`src/rtl/iob_fifo_reader_pkg.sv`:
```
// Shared constants and the credit helper for the iob FIFO read-side engine.
package iob_fifo_reader_pkg;

  // Prefetch buffer depth and the widths derived from it
  localparam int unsigned IOB_FIFO_RD_DEPTH = 2;
  localparam int unsigned OCC_W             = 2;
  localparam int unsigned CRED_W            = 3;

  // True when one more FIFO read can be issued without overrunning the buffer:
  // words already buffered plus the read in flight, minus the word leaving now.
  function automatic logic credit_ok(input logic [OCC_W-1:0] occ,
                                     input logic             inflight,
                                     input logic             pop);
    logic [CRED_W-1:0] w_sum;
    w_sum = CRED_W'(occ) + CRED_W'(inflight) - CRED_W'(pop);
    return (w_sum < CRED_W'(IOB_FIFO_RD_DEPTH));
  endfunction

endpackage

```
`src/rtl/iob_skid_buf2.sv`:
```
// Two-entry register FIFO: head is entry 0, tail writes land behind it.
module iob_skid_buf2
  import iob_fifo_reader_pkg::*;
#(
  parameter int unsigned DATA_W = 32
) (
  input  logic              clk,
  input  logic              rst_n,
  input  logic              i_push,
  input  logic              i_pop,
  input  logic              i_flush,
  input  logic [DATA_W-1:0] i_wdata,
  output logic [DATA_W-1:0] o_head,
  output logic [OCC_W-1:0]  o_occ
);

  logic [DATA_W-1:0] r_mem0;
  logic [DATA_W-1:0] r_mem1;
  logic [OCC_W-1:0]  r_occ;

  // Storage and occupancy; flush empties the buffer and overrides any push/pop
  always_ff @(posedge clk or negedge rst_n) begin
    if (!rst_n) begin
      r_mem0 <= '0;
      r_mem1 <= '0;
      r_occ  <= '0;
    end else if (i_flush) begin
      r_occ <= '0;
    end else begin
      unique case ({i_push, i_pop})
        2'b10: begin
          if (r_occ == OCC_W'(0)) r_mem0 <= i_wdata;
          else                    r_mem1 <= i_wdata;
          r_occ <= r_occ + OCC_W'(1);
        end
        2'b01: begin
          r_mem0 <= r_mem1;
          r_occ  <= r_occ - OCC_W'(1);
        end
        2'b11: begin
          // head leaves; the new word lands directly behind whatever remains
          if (r_occ == OCC_W'(IOB_FIFO_RD_DEPTH)) begin
            r_mem0 <= r_mem1;
            r_mem1 <= i_wdata;
          end else begin
            r_mem0 <= i_wdata;
          end
        end
        default: ;
      endcase
    end
  end

  assign o_head = r_mem0;
  assign o_occ  = r_occ;

endmodule

```
`src/rtl/iob_fifo_reader.sv`:
```
// Pops an iob FIFO read port (1-cycle latency) and re-presents it as a
// valid/ready stream with 2-word prefetch for full throughput.
module iob_fifo_reader
  import iob_fifo_reader_pkg::*;
#(
  parameter int unsigned DATA_W = 32,
  parameter int unsigned CNT_W  = 16
) (
  input  logic              clk,
  input  logic              rst_n,
  input  logic              flush,
  output logic              r_en,
  input  logic [DATA_W-1:0] r_data,
  input  logic              r_empty,
  output logic              m_valid,
  input  logic              m_ready,
  output logic [DATA_W-1:0] m_data,
  output logic [OCC_W-1:0]  occupancy,
  output logic [CNT_W-1:0]  word_cnt
);

  logic             r_inflight;
  logic [CNT_W-1:0] r_word_cnt;
  logic             w_pop;
  logic             w_write;
  logic [OCC_W-1:0] w_occ;

  assign w_pop   = m_valid & m_ready;
  // a returning word is dropped if a flush lands in its arrival cycle
  assign w_write = r_inflight & ~flush;

  // FIFO pop request, gated by reset, flush, empty and buffer credit
  assign r_en = rst_n & ~flush & ~r_empty & credit_ok(w_occ, r_inflight, w_pop);

  // Remember that a read was issued so its data is captured next cycle
  always_ff @(posedge clk or negedge rst_n) begin
    if (!rst_n) r_inflight <= 1'b0;
    else        r_inflight <= r_en;
  end

  // Delivered-word counter; pops coinciding with a flush are not counted
  always_ff @(posedge clk or negedge rst_n) begin
    if (!rst_n)              r_word_cnt <= '0;
    else if (w_pop & ~flush) r_word_cnt <= r_word_cnt + CNT_W'(1);
  end

  iob_skid_buf2 #(
    .DATA_W (DATA_W)
  ) u_buf (
    .clk     (clk),
    .rst_n   (rst_n),
    .i_push  (w_write),
    .i_pop   (w_pop),
    .i_flush (flush),
    .i_wdata (r_data),
    .o_head  (m_data),
    .o_occ   (w_occ)
  );

  assign m_valid   = (w_occ != OCC_W'(0));
  assign occupancy = w_occ;
  assign word_cnt  = r_word_cnt;

endmodule

```
`config.mk`:
```
export PLATFORM = sky130hd
export DESIGN_NAME = iob_fifo_reader
export DESIGN_NICKNAME = d
export VERILOG_FILES = /design/src/rtl/iob_fifo_reader_pkg.sv /design/src/rtl/iob_skid_buf2.sv /design/src/rtl/iob_fifo_reader.sv
export SDC_FILE = /design/constraint.sdc
export NUM_CORES = 1
export LEC_CHECK = 0
export BUFFER_PORTS_ARGS = -buffer_cell sky130_fd_sc_hd__buf_2
export CAP_MARGIN = 5
export CORE_ASPECT_RATIO = 0.5
export CORE_MARGIN = 2
export CORE_UTILIZATION = 30
export CTS_CLUSTER_SIZE = 40
export DETAILED_ROUTE_END_ITERATION = 7
export SLEW_MARGIN = 20
export SYNTH_ARGS = -nofsm -noshare
export SYNTH_HDL_FRONTEND = slang
export SYNTH_SLANG_ARGS = --single-unit
```
`constraint.sdc`:
```
create_clock -name clk -period 2.4 [get_ports clk]
set_input_delay 0.48 -clock clk [delete_from_list [all_inputs] [get_ports clk]]
set_output_delay 0.48 -clock clk [all_outputs]
set_load 0.01 [all_outputs]
```
# Word level (Yosys, flattened, before mapping)
# Cells that the tools add are included.
word_totals:
  output_inout_bits: 52
  register_bits: 83
  in_bits: 37
  memories: 0
  elab_cells: 41
  latch_bits: 0
  romBits: 0
  mem_bits_rw: 0
op_classes:
  n_div: 0
  n_eq_ne: 7
  addsub: 5
  shift: 0
  muxes: 8
  n_bitwise: 8
  magnitude_cmp: 1
  mul: 0
  n_reduce_logical: 7
ops:
  columns: ["cell", "n"]
  rows:
  - ["32-bit 2-to-1 mux", 4]
  - ["32-bit case mux with 3 select lines", 1]
  - ["32-bit case mux with 2 select lines", 1]
  - ["16-bit by 1-bit adder with 16-bit output (second input constant)", 1]
  - ["1-bit bitwise AND", 6]
  - ["2-bit equality test (second input constant)", 3]
  - ["3-bit nonzero test", 2]
  - ["2-bit by 1-bit != test with 1-bit output (second input constant)", 2]
  - ["2-bit case mux with 2 select lines", 1]
  - ["4-bit AND reduction", 1]
  - ["2-bit nonzero test", 2]
  - ["2-bit by 1-bit adder with 3-bit output", 1]
  - ["3-bit by 2-bit < comparator with 1-bit output (second input constant)", 1]
  - ["3-bit AND reduction", 1]
  - ["3-bit by 1-bit subtractor with 3-bit output", 1]
  - ["2-bit by 1-bit adder with 2-bit output (second input constant)", 1]
  - ["2-bit by 1-bit equality test with 1-bit output (second input constant)", 1]
  - ["2-bit logical NOT", 1]
  - ["2-bit 2-to-1 mux", 1]
  - ["2-bit != test (second input constant)", 1]
  - ["1-bit NOT", 2]
  - ["2-bit by 1-bit subtractor with 2-bit output (second input constant)", 1]

# Longest topological paths before layout
# Gate-level depths: netlist (run 1).
logic_depth:
  word_depth: 5
  ltp_mapped: 7
  ltp_nobuf: 6

# Cells and area by module
# A second synthesis (run 1) with hierarchy kept.
hier_totals:
  cells_unflattened: 290
  area_unflattened_um2: 3752.3
modules_own_cells:
  columns: ["mod", "cells_each", "n_inst", "seq_area_each_um2", "area_per_inst_um2"]
  rows:
  - ["iob_skid_buf2", 223, 1, 1651.6, 2930.3]
  - ["iob_fifo_reader", 67, 1, 425.4, 822.0]

# Least setup slack after synthesis (run 1)
# OpenSTA, ideal clock, no wires.
synth_timing:
  path_type: "flip-flop to output port"
  from: "register u_buf.r_occ[1], in the netlist u_buf.o_occ[1]"
  to: "output r_en"
  setup_slack_ns: 0.197
  arrival_time_ns: 1.723
  path_buffers: 0
  path_stages_with_launch: 7
  path_cell_list: "dfrtp_1 -> and3b_1 -> a21o_1 -> nand2_1 -> fa_1 -> nand4bb_1 -> nor2_1"
synth_via:
  elab_chain_cells: 5
  elab_cells_between_ends: 6
synth_rtl:
  columns: ["item", "line_no", "source"]
  rows:
  - ["start: declaration", "iob_skid_buf2.sv:19", "logic [OCC_W-1:0] r_occ;"]
  - ["start signal: assignment", "iob_skid_buf2.sv:34", "r_occ <= r_occ + OCC_W'(1);"]
  - ["start signal: assignment", "iob_skid_buf2.sv:38", "r_occ <= r_occ - OCC_W'(1);"]
  - ["parallel branches: the longest is 2 deep, another holds 2-bit by 1-bit adder with 3-bit output", null, null]
  - ["3-bit by 1-bit subtractor with 3-bit output (*)", "iob_fifo_reader_pkg.sv:15", "w_sum = CRED_W'(occ) + CRED_W'(inflight) - CRED_W'(pop);"]
  - ["3-bit by 2-bit < comparator with 1-bit output (*)", "iob_fifo_reader_pkg.sv:16", "return (w_sum < CRED_W'(IOB_FIFO_RD_DEPTH));"]
  - ["1-bit bitwise AND (*)", "iob_fifo_reader.sv:33", "assign r_en = rst_n & ~flush & ~r_empty & credit_ok(w_occ, r_inflight, w_pop);"]
  - ["end: declaration", "iob_fifo_reader.sv:12", "output logic r_en,"]
# Every way passes the cells marked *.

# Worst setup path after layout (run 1)
layout_timing:
  from: "register u_buf.r_occ[0], in the netlist u_buf.o_occ[0]"
  to: "output r_en"
# Same word-level chain as after synthesis.

==> results of run 1 <==
==> through the flow <==
step,utilization (%),hold slack (ns),instances,setup slack (ns)
floorplan,-,0.184,292,0.197
global placement,36.4,0.349,540,0.0903
detailed placement,36.4,0.351,540,0.0306
CTS,39.4,0.373,561,-0.0645
global route,39.5,0.385,561,-0.208
finish,39.5,0.392,561,-0.0604
==> cell type report <==
cell class | count | share of cell area, %
Sequential cell | 83 | 44.6
Timing Repair Buffer | 103 | 13.1
Tap cell | 165 | 4.43
Clock buffer | 10 | 5.13
Inverter | 3 | 0.242
Clock inverter | 5 | 1.66
Multi-Input combinational cell | 192 | 30.9
==> cells in the final DEF, fill, tap and decap left out, types with 2 or more instances in the layout <==
cell / netlist / routed
sky130_fd_sc_hd__buf_2: 5 / 87
sky130_fd_sc_hd__dfrtp_1: 83 / 83
sky130_fd_sc_hd__nor2_1: 36 / 35
sky130_fd_sc_hd__a21oi_1: 33 / 33
sky130_fd_sc_hd__mux2_2: 33 / 33
sky130_fd_sc_hd__mux2i_1: 32 / 32
sky130_fd_sc_hd__xnor2_1: 13 / 13
sky130_fd_sc_hd__buf_4: 6 / 11
sky130_fd_sc_hd__clkbuf_16: 0 / 9
sky130_fd_sc_hd__nand2_1: 7 / 7
sky130_fd_sc_hd__nand4_1: 5 / 5
sky130_fd_sc_hd__xor2_1: 4 / 4
sky130_fd_sc_hd__nand3_1: 4 / 4
sky130_fd_sc_hd__and3_1: 4 / 4
sky130_fd_sc_hd__buf_12: 0 / 4
sky130_fd_sc_hd__inv_1: 3 / 3
sky130_fd_sc_hd__nor4_1: 2 / 2
sky130_fd_sc_hd__and4_1: 2 / 2
sky130_fd_sc_hd__bufinv_16: 0 / 2
sky130_fd_sc_hd__clkinv_2: 0 / 2
==> kinds of logic after synthesis <==
group                      count (synthesis)
adders and majority gates                  2
xor gates and xnor gates                  17
DFF                                       83
and+or+nand+nor                           68
muxes                                     65
AOI/OAI and AO/OA                         40
buffers and inverters                     17
==> flip-flops by register name, indices dropped and copies added (netlist names) <==
register / cells
u_buf.r_mem1: 32
u_buf.o_occ: 2
word_cnt: 16
u_buf.o_head: 32
r_inflight: 1
==> report_power, final <==
group          leakage (nW)  switching, W  total (W)  internal (W)
Combinational          1.25      0.000308   0.000594      0.000286
Sequential             1.04      0.000115    0.00173       0.00161
Clock                 0.154      0.000543    0.00147      0.000930
Total                  2.45      0.000966    0.00379       0.00283
==> worst paths after layout <==
check,from,to,slack (ns)
worst max-delay path,u_buf.o_occ[0],r_en,-0.06
worst min-delay path,r_data[12],u_buf.r_mem1[12],0.39
worst max register to register,u_buf.o_occ[1],r_inflight,0.50
worst min register to register,word_cnt[15],word_cnt[15],0.48
max in group asynchronous,rst_n,u_buf.r_mem1[6],1.06
min in group asynchronous,rst_n,word_cnt[2],0.55
==> metal layers <==
layer	up-vias	part of all wire, %
li1	1223	-
met1	1201	46
met2	30	49
met3	10	3.7
met4	0	1.2
met5	-	0
==> repair_timing <==
action / in CTS / in global routing
buffers inserted: 5 / 0
pin swaps: 1 / 0
resized for setup: 1 / 1
setup endpoints to repair: 1 / 1
endpoints found under the hold margin: 13 / 0
hold buffers: 1 / 0
==> critical path: cells and delay by family (launching register included) <==
kind,cells,cell delay [ns]
AOI/OAI and AO/OA,1,0.12
adders and majority gates,1,0.49
buffers and inverters,1,0.13
DFF,1,0.37
and+or+nand+nor,4,0.54
==> results, run 1 <==
- The flow ran to the end, but the final reports show violations.
- The checks that failed: negative setup slack.
- Once detail routing completed, the nets flagged for antenna violations numbered 0.
- The maximum buffer depth of the clock tree is 2.
- With fillers left out, the area of the finished cells amounts to 0.00466 mm².
- The mean cell area of the mapped netlist is 12.4 µm².
- After detailed routing, the average wire length per cell comes to 13.6 µm.
- The number of violations of the max-capacitance limit is 0.
- The highest attainable clock frequency is 0.406 GHz.
- The count of different cell masters after synthesis is 33.
- The count of input and output buffers is 88.
- The final routed DRC violation total is 0.
- For this design, the slowest cell found on the critical path is sky130_fd_sc_hd__fa_1.
- At the worst endpoint, the arrival time is 1.98 ns.
- The floorplan step set the die height to 81.8 µm.
- The most frequently used cell type in the post-synthesis netlist is sky130_fd_sc_hd__dfrtp_1.
- Detailed placement finished with a half-perimeter wire length of 5.07 mm.
- The synthesis warning total is 0.
- The initial DRC count is 108.
- After synthesis, the largest family of logic cells by area is multiplexers.
- The final-report setup violation count is 1.
- The headroom to the max-slew limit is 64.5%.
- The number of global-route vias before repair is 2443.
- Setup repair after global routing could not meet its margin everywhere.
- The worst path required time is 1.92 ns.
- The diode insertion count for antenna repair is 0.
- The library cell with the largest summed area after synthesis is sky130_fd_sc_hd__dfrtp_1.
- The core region is 0.0118 mm².
- The weighted congestion reported at the end of routability-driven placement is 0.799.
- The adder-cell area share of the yosys netlist is 0.897%.
- The smallest clock period supported by the final layout is computed as 2.46 ns.
- The worst register-to-register path has a depth of 9.
- The die covers 0.0130 mm².
- The setup TNS is -0.0604 ns.
- The analysis attributes to cell leakage a power of 2.45 nW.
- VDD sags by at most 0.000278 V.
- Sorting the synthesized cells by how often they occur yields sky130_fd_sc_hd__dfrtp_1, sky130_fd_sc_hd__nor2_1, sky130_fd_sc_hd__a21oi_1, sky130_fd_sc_hd__mux2_2, sky130_fd_sc_hd__mux2i_1.
- The highest-utilization routing layer at the global route stage is met2.
- The boundary pin count is 89.
- The count of TritonRoute iterations in the first routing pass is 3.
- The async set-or-reset flop fraction in the synthesized netlist is 100%.
- The total length of routed wires is 7.62 mm.
- The highest cell delay on the worst timing path is 0.49 ns.
- For met2 alone, demand over resource in global routing was 21.4%.
- The area growth from synthesis to layout is 28.5%.
- At the pin with the least slew margin, the transition time is 0.519 ns.
- The initial antenna violation count is 0.
- In the synthesized netlist, mux cells make up 19.1% of the area.
- The hold violation total from the final report was 0.
- Dividing the detail-routed via count by the number of cells gives 4.39.
- In the post-synthesis netlist, the biggest area contributors are sky130_fd_sc_hd__dfrtp_1, sky130_fd_sc_hd__mux2_2, sky130_fd_sc_hd__mux2i_1.
- Synthesis inferred 83 register bits.
- The net count of the finished layout is 431.
- Entering global routing, the biggest net connects 63 pins.
- Clock tree synthesis found a total of 83 sinks.
- The total nets after synthesis is 331.
- The CTS tree is done.
- The worst setup path is launched from a register.
- The count of H-tree levels built during CTS is 3.
- Power spread over the standard cell area amounts to 814 mW/mm².
- Summed over all layers, the global routing overflow is 0.
- The xor and xnor fraction of the mapped netlist area is 4.10%.
- The post-synthesis compound-gate area fraction is 6.24%.
- The class of the worst hold path is input port to register.
- The worst setup path is of the register to output pin kind.
- The ratio of final minimum period to clock period is 103%.
- After layout, the design draws a total of 0.00379 W.
- After layout, the worst setup slack is -0.0604 ns.
- The critical path goes through and3b_2 -> a21o_1 -> nand2_1 -> fa_1 -> nand4bb_1 -> nor2_2 -> buf_2.
- The multi-input gate area in the final layout is 0.00144 mm².
- Yosys mapped a number of flops with a built-in enable equal to 0.
- The clock tree root buffer cell is sky130_fd_sc_hd__clkbuf_16.
- The cell area after placement is 0.00429 mm².
- The clock-pin slew on the worst setup and hold paths is 0.06 ns.
- The number of rows created at floorplan is 28.
- The global-route met1 utilization is 15.1%.
- The routing usage on met3 is 3.74%.
- Once the floorplan was initialized, standard cells occupied 30.7% of the core.
- The global-route wire length before repair is 12.5 mm.
- The highest fanout seen on the critical path is 2.
- Clock tree synthesis inserted a total of 9 buffers.
- The setup clock skew after layout is 0.00680 ns.
- The worst hold path passes through 2 cells.
- The final max-slew violation count is 0.
- Sequential cells were found to cover 57.3% of the synthesized design area.
- The synthesized design devotes to its leading area cell type 57.3% of total area.
- In the final layout, the share of cells above drive strength 1 is 39.6%.
- The synthesized netlist devotes 9.24% of its cell area to simple gates.
- In the synthesized netlist the dominant register cell turns out to be sky130_fd_sc_hd__dfrtp_1.
- The synthesized instance count is 292.
- The filler cells instantiated in the layout total 1201.
- The insertion delay to the later sink of the worst-skew pair is 0.33 ns.
- The worst setup path is captured at an output pin.
- The register area is 0.00208 mm².
- In this run the horizontal extent of the chip is 160 µm.
- Global routing used 12.4% of the available tracks.
- The detailed router placed 2464 vias in this run.
- The post-synthesis instance area is 0.00363 mm².
Power figures use the tool's default switching activity.
==> run 2, diff against run 1 <==
clock period = 2.05 ns   (was 2.4 ns; I/O delays follow)
==> results, run 2 (synthesized netlist as in run 1, its figures left out) <==
- The standby leakage power is 2.42 nW (-1.0%).
- The average routed wire per standard cell was 12.9 µm (-4.9%).
- The count of TritonRoute iterations in the first routing pass is 4 (+1).
- The initial DRC count was 134 (+24%).
- The HPWL reported at the end of detailed placement came to 4.98 mm (-1.7%).
- The number of rows created at floorplan was 28 (unchanged).
- The final routed DRC violation total is 0 (unchanged).
- The placed instance count came to 545 (+0.93%).
- The flow ran to the end, but the final reports show violations.
- The number of standard cells in the layout, taps in and fillers out is 561 (unchanged).
- The count of hold-fix buffers inserted at cts came to 0 (-1).
- The critical path goes through and3b_1 -> a21o_1 -> nand2_1 -> fa_1 -> nand4bb_1 -> nor2_2 -> buf_2.
- The highest cell delay on the worst timing path is 0.51 ns (+0.02 ns).
- The initial antenna violation count was 0 (unchanged).
- Compared with the post-synthesis result, the final layout area differs by 28.0%.
- The maximum number of pins on one net before global-route repair came to 84 (+33%).
- The critical path depth was 7 (unchanged).
- The number of clock sinks seen by CTS is 83 (unchanged).
- The final-report setup violation count was 1 (unchanged).
- The headroom to the max-slew limit came to 69.2% (+4.7 points).
- The sum of buffers and inverters on the critical path came to 1 (unchanged).
- The path depth of the worst reg2reg path came to 5 (-4).
- The net count of the finished layout is 430 (-0.23%).
- The height of the chip came to 81.8 µm (unchanged).
- The cell area after placement came to 0.00437 mm² (+1.9%).
- The number of violations of the max-capacitance limit is 0 (unchanged).
- The all-layer global routing usage came to 11.9% (-0.50 points).
- The tree is rooted in a sky130_fd_sc_hd__clkbuf_16.
- The highest ir drop seen on vdd was 0.000298 V (+7.3%).
- The post-route total power is 0.00418 W (+10%).
- The number of global-route vias before repair is 2469 (+1.1%).
- The count of input and output buffers came to 88 (unchanged).
- The source of the critical timing path is u_buf.o_occ[0].
- In this run the critical register-to-register path is launched from u_buf.o_occ[1].
- In this run the critical register-to-register path is captured at u_buf.r_mem1[19].
- The final max-slew violation count was 0 (unchanged).
- Setup repair after global routing could not meet its margin everywhere.
- The clock-pin slew on the worst setup and hold paths is 0.06 ns (about the same).
- After detailed routing, no signal wire sits above met4.
- The insertion delay to the later sink of the worst-skew pair was 0.33 ns (about the same).
- TritonCTS built the clock tree.
- The critical path in this run is classified as register to output pin.
- In the layout the commonest cells are sky130_fd_sc_hd__buf_2, sky130_fd_sc_hd__dfrtp_1, sky130_fd_sc_hd__nor2_1.
- Leaving out fill and tap cells, the most frequent cell in the layout is sky130_fd_sc_hd__buf_2.
- The final reports fail on negative setup slack.
- The slowest cell on the critical path is sky130_fd_sc_hd__fa_1.
- The highest fanout seen on the critical path is 2 (unchanged).
- The total CTS buffers is 9 (unchanged).
- The fraction of layout cells with a size suffix above 1 is 40.2% (+0.51 points).
- The post-CTS repair timing setup buffer count came to 0 (-5).
- The remaining global-route overflow was 0 (unchanged).
- The core box area is 0.0118 mm² (unchanged).
- The slew at the pin closest to its max-slew limit is 0.460 ns (-0.0592 ns).
- The diode insertion count for antenna repair is 0 (unchanged).
- The detailed-route vias per instance came to 4.39 (-0.16%).
- The global-route wire length before repair is 12.3 mm (-1.8%).
- The class of the worst hold path is input port to asynchronous set/reset pin.
- The overall die area is 0.0130 mm² (unchanged).
- The number of nets with antenna violations after detailed routing was 0 (unchanged).
- The kind of cell with the highest combined delay along the critical path is simple AND/OR/NAND/NOR gates.
- The initial standard-cell utilization of the core is 30.7% (unchanged).
- The met1 layer wirelength in the final routing is 3.35 mm (-3.5%).
- The highest attainable clock frequency is 0.417 GHz.
- The worst path required time is 1.64 ns (-0.28 ns).
- The worst endpoint data arrival time is 1.99 ns (about the same).
- The total length of routed wires is 7.24 mm (-4.9%).
- The number of resized instances in the post-cts repair step is 0 (-1).
- The hold violation total from the final report is 0 (unchanged).
- STA classifies the critical path startpoint as a register.
- The final design instance area without fill is 0.00464 mm² (-0.38%).
- The critical path ends at r_en.
- The die span in x came to 160 µm (unchanged).
- The number of fill cells in the layout was 1179 (-1.8%).
- The detailed route wirelength on metal3 is 288 µm (+1.8%).
- The number of vias after detailed routing was 2460 (-0.16%).
- The maximum buffer depth of the clock tree is 2 (unchanged).
- The boundary pin count came to 89 (unchanged).
- The minimum setup slack among reg-to-reg paths is 0.26 ns (-0.24 ns).
- The setup clock skew after layout is 0.00605 ns (-0.000749 ns).
- The worst setup margin is -0.350 ns (-0.290 ns).
- The post-route minimum period is 2.40 ns.
- The count of H-tree levels built during CTS is 3 (unchanged).
- The ratio of final minimum period to clock period is 117%.
- The amount of wire on met2 after detailed routing was 3.52 mm (-6.5%).
- The weighted congestion reported at the end of routability-driven placement was 0.777 (-2.8%).
- The nature of the critical path endpoint is an output pin.
- The total power density per cell area came to 901 mW/mm² (+11%).
==> run 2: changes by cell type in the layout (fill, tap and decap cells not counted) <==
cell	before	now
sky130_fd_sc_hd__dfrtp_1	83	81
sky130_fd_sc_hd__clkbuf_8	1	0
sky130_fd_sc_hd__clkinv_2	2	3
sky130_fd_sc_hd__buf_12	4	7
sky130_fd_sc_hd__clkinvlp_4	1	4
sky130_fd_sc_hd__dfrtp_2	0	2
sky130_fd_sc_hd__dlygate4sd3_1	1	0
sky130_fd_sc_hd__buf_4	11	8
sky130_fd_sc_hd__and3b_2	1	0
sky130_fd_sc_hd__bufinv_16	2	0
sky130_fd_sc_hd__and3b_1	0	1
==> run 2: worst min-delay path by stage <==
stage                          end         start
floorplan               r_inflight         rst_n
global placement      word_cnt[15]  word_cnt[15]
detailed placement    word_cnt[15]  word_cnt[15]
CTS                    word_cnt[3]         rst_n
global route            r_inflight         rst_n
finish              u_buf.o_occ[0]         rst_n
==> run 2: final cells by class <==
type | instances | area, µm² | share of cell area, %
clock buffers | 9 | 225 | 4.85
clock inverters | 7 | 45.0 | 0.970
well taps | 165 | 206 | 4.45
inverters | 3 | 11.3 | 0.243
multi-input cells | 192 | 1440 | 31.0
repair buffers | 102 | 636 | 13.7
flip-flops and latches | 83 | 2080 | 44.8
==> run 2: power breakdown <==
group	internal [W]	switching [W]
registers	0.00189	0.000134
clock network	0.000813	0.000651
logic	0.000339	0.000359
==> run 2: worst register-to-register path: stages, from the launching register on <==
cell,delay (ns)
sky130_fd_sc_hd__dfrtp_2,0.39
sky130_fd_sc_hd__buf_4,0.17
sky130_fd_sc_hd__or2_2,0.30
sky130_fd_sc_hd__o211ai_1,0.23
sky130_fd_sc_hd__buf_12,0.23
sky130_fd_sc_hd__mux2_2,0.35
==> run 2: metal layers <==
metal | track usage, % | vias to the layer above
li1 | - | 1221
met1 | 14.8 | 1199
met2 | 19.6 | 34
met3 | 4.29 | 6
met4 | 4.00 | 0
met5 | 0 | -
==> run 2: through the flow <==
| stage | utilization (%) | worst slack [ns] | hold WS (ns) | TNS (ns) |
|---|---|---|---|---|
| floorplan | - | 0.0211 | 0.114 | 0 |
| global placement | 37.0 | -0.0319 | 0.477 | -0.0319 |
| detailed placement | 37.0 | -0.0945 | 0.473 | -0.0945 |
| CTS | 39.3 | -0.383 | 0.135 | -0.383 |
| global route | 39.3 | -0.466 | 0.144 | -0.466 |
| finish | 39.3 | -0.350 | 0.0985 | -0.350 |
==> run 3, diff against run 2 <==
==> constraint.sdc (replaced) <==
create_clock -name clk -period 2.05 [get_ports clk]
set_input_delay 0 -clock clk [delete_from_list [all_inputs] [get_ports clk]]
set_output_delay 0 -clock clk [all_outputs]
set_load 0.01 [all_outputs]
==> results, run 3 (synthesized netlist as in run 1, its figures left out) <==
- The number of fill cells in the layout is 1168 (-0.93%).
- The post-route worst hold slack is 0.0945 ns (-0.00398 ns).
- The fraction of layout cells with a size suffix above 1 is 36.7% (-3.5 points).
- The initial DRC count is 81 (-40%).
- STA classifies the critical path startpoint as a register.
- The switching share of total power is 28.1% (+0.74 points).
- The met2 track demand over resource is 22.8% (+3.2 points).
- The part of the power in the clock network is 35.8% (+0.8 points).
- The height of the chip came to 81.8 µm (unchanged).
- The remaining global-route overflow is 0 (unchanged).
- The placed instance count is 538 (-1.3%).
- The highest fanout seen on the critical path came to 2 (unchanged).
- The net count of the finished layout is 462 (+7.4%).
- The count of H-tree levels built during CTS came to 3 (unchanged).
- The number of clock sinks seen by CTS came to 83 (unchanged).
- The hold violation total from the final report is 0 (unchanged).
- The headroom to the max-slew limit is 68.2% (-1.0 points).
- The number of standard cells in the layout, taps in and fillers out came to 593 (+5.7%).
- The area growth from synthesis to layout is 36.8%.
- The category of the critical setup timing path is register to output pin.
- The total length of routed wires is 7.83 mm (+8.1%).
- The weighted congestion reported at the end of routability-driven placement was 0.780 (+0.48%).
- The setup clock skew after layout is 0.00787 ns (+0.00181 ns).
- The standby leakage power is 2.56 nW (+5.4%).
- The part of the power in registers is 46.8% (-1.5 points).
- The diode insertion count for antenna repair was 0 (unchanged).
- The highest attainable clock frequency is 0.496 GHz (+19%).
- The tree is rooted in a sky130_fd_sc_hd__clkbuf_16.
- The global-route wire length before repair was 13.0 mm (+5.6%).
- The number of global-route vias before repair is 2668 (+8.1%).
- The all-layer global routing usage is 12.8% (+0.88 points).
- The number of rows created at floorplan came to 28 (unchanged).
- The routing usage on met3 is 4.49% (+0.20 points).
- The highest ir drop seen on vdd was 0.000344 V (+15%).
- The source of the critical timing path is u_buf.o_occ[0].
- Setup repair after global routing could not meet its margin everywhere.
- The worst path required time is 2.05 ns (+0.41 ns).
- The total power density per cell area is 870 mW/mm² (-3.4%).
- The average routed wire per standard cell is 13.2 µm (+2.2%).
- The beginning of the worst register-to-register path is u_buf.o_occ[1].
- The die span in x is 160 µm (unchanged).
- The relative contribution of combinational cells to total power is 17.4% (+0.7 points).
- met2 is the most crowded layer.
- The overall die area came to 0.0130 mm² (unchanged).
- The worst endpoint data arrival time is 2.02 ns (+0.03 ns).
- The maximum buffer depth of the clock tree is 2 (unchanged).
- The ratio of final minimum period to clock period came to 98.3% (-19 points).
- The share of the core filled with cells is 42.0% (+2.7 points).
- The maximum number of pins on one net before global-route repair was 84 (unchanged).
- The total CTS buffers was 9 (unchanged).
- The final-report setup violation count is 0 (-1).
- The initial standard-cell utilization of the core came to 30.7% (unchanged).
- The number of nets with antenna violations after detailed routing was 0 (unchanged).
- The library cells used most frequently in the layout, excluding fill and tap cells, are sky130_fd_sc_hd__buf_2, sky130_fd_sc_hd__dfrtp_1, sky130_fd_sc_hd__nor2_1, sky130_fd_sc_hd__dlygate4sd3_1.
- The startpoint of the lowest-slack hold path is m_ready.
- The path class of the tightest hold or removal check is input port to register.
- The initial antenna violation count is 0 (unchanged).
- The boundary pin count is 89 (unchanged).
- The internal power consumption is 0.00310 W (+2.2%).
- The core box area was 0.0118 mm² (unchanged).
- The post-route minimum period is 2.02 ns (-0.385 ns).
- The final routed DRC violation total is 0 (unchanged).
- The number of violations of the max-capacitance limit is 0 (unchanged).
- The final max-slew violation count is 0 (unchanged).
- The detailed-route vias per instance came to 4.46 (+1.7%).
- The slew at the pin closest to its max-slew limit came to 0.473 ns (+0.0129 ns).
- The insertion delay to the later sink of the worst-skew pair was 0.34 ns (about the same).
- The net switching power is 0.00121 W (+6.0%).
- The run finished with clean final reports.
- The HPWL reported at the end of detailed placement came to 4.88 mm (-2.2%).
- TritonCTS built the clock tree.
- The count of TritonRoute iterations in the first routing pass is 4 (unchanged).
- The most common cell after layout, fill and taps aside is sky130_fd_sc_hd__buf_2.
- The number of vias after detailed routing is 2644 (+7.5%).
- The global-route met1 utilization came to 14.7% (-0.12 points).
- The clock-pin slew on the worst setup and hold paths is 0.07 ns (about the same).
- The nature of the critical path endpoint is an output pin.
- The count of input and output buffers came to 88 (unchanged).
==> run 3: cell types whose count changed in the layout (fill, tap and decap cells not counted), sizes merged <==
cell	delta
clkinvlp	-3
inv	+3
buf	-3
dlygate4sd3	+35
==> run 3: worst max-delay path: stages, from the launching register on <==
cell and delay, ns:
sky130_fd_sc_hd__dfrtp_2 0.40, sky130_fd_sc_hd__and3b_2 0.24, sky130_fd_sc_hd__a21o_1 0.10, sky130_fd_sc_hd__nand2_1 0.07, sky130_fd_sc_hd__fa_1 0.49, sky130_fd_sc_hd__nand4bb_1 0.11, sky130_fd_sc_hd__nor2_2 0.13, sky130_fd_sc_hd__buf_2 0.14
==> run 3: repair_timing <==
action,4_1_cts,5_1_grt
endpoints found under the hold margin,146,0
hold buffers,35,0
endpoints found under the setup margin,1,1
setup buffers,3,1
pin swaps,1,1
gates resized for setup,3,1
==> run 3: per-layer routing <==
metal / vias up / wire length [µm]
li1: 1287 / -
met1: 1302 / 3450
met2: 45 / 3940
met3: 10 / 328
met4: 0 / 108
met5: - / 0
==> run 3: worst paths after layout <==
check	to	slack, ns	cells after the start
min	u_buf.o_occ[1]	0.09	4
max reg2reg	u_buf.o_head[6]	0.23	6
min in group asynchronous	word_cnt[3]	0.22	3
min reg2reg	word_cnt[15]	0.48	1
max in group asynchronous	u_buf.r_mem1[4]	1.46	3
max	r_en	0.03	7
==> run 3: cell type report <==
cell class | instances | area (µm²) | share of cell area [%]
repair buffers | 134 | 938 | 18.9
well taps | 165 | 206 | 4.16
inverters | 3 | 11.3 | 0.227
clock buffers | 9 | 225 | 4.54
flip-flops and latches | 83 | 2080 | 41.9
multi-input cells | 192 | 1440 | 29.0
clock inverters | 7 | 60.1 | 1.21
==> run 3: per-stage QoR <==
step / instance area, µm² / TNS, ns / power (W) / worst slack (ns)
2_1_floorplan: 3630 / 0 / 0.00242 / 0.217
6_report: 4960 / 0 / 0.00432 / 0.0350
3_5_place_dp: 4290 / 0 / 0.00276 / 0.196
3_3_place_gp: 4290 / 0 / 0.00274 / 0.284
5_1_grt: 4960 / -0.117 / 0.00459 / -0.117
4_1_cts: 4950 / 0 / 0.00440 / 0.0146
==> run 3: power groups by stage <==
stage	combinational, W	sequential, W	clock (W)
after global placement	0.000698	0.00204	0
after global routing	0.000853	0.00206	0.00168
after floorplan	0.000292	0.00213	0
after CTS	0.000771	0.00202	0.00161
after detailed placement	0.000712	0.00205	0
final	0.000752	0.00202	0.00154
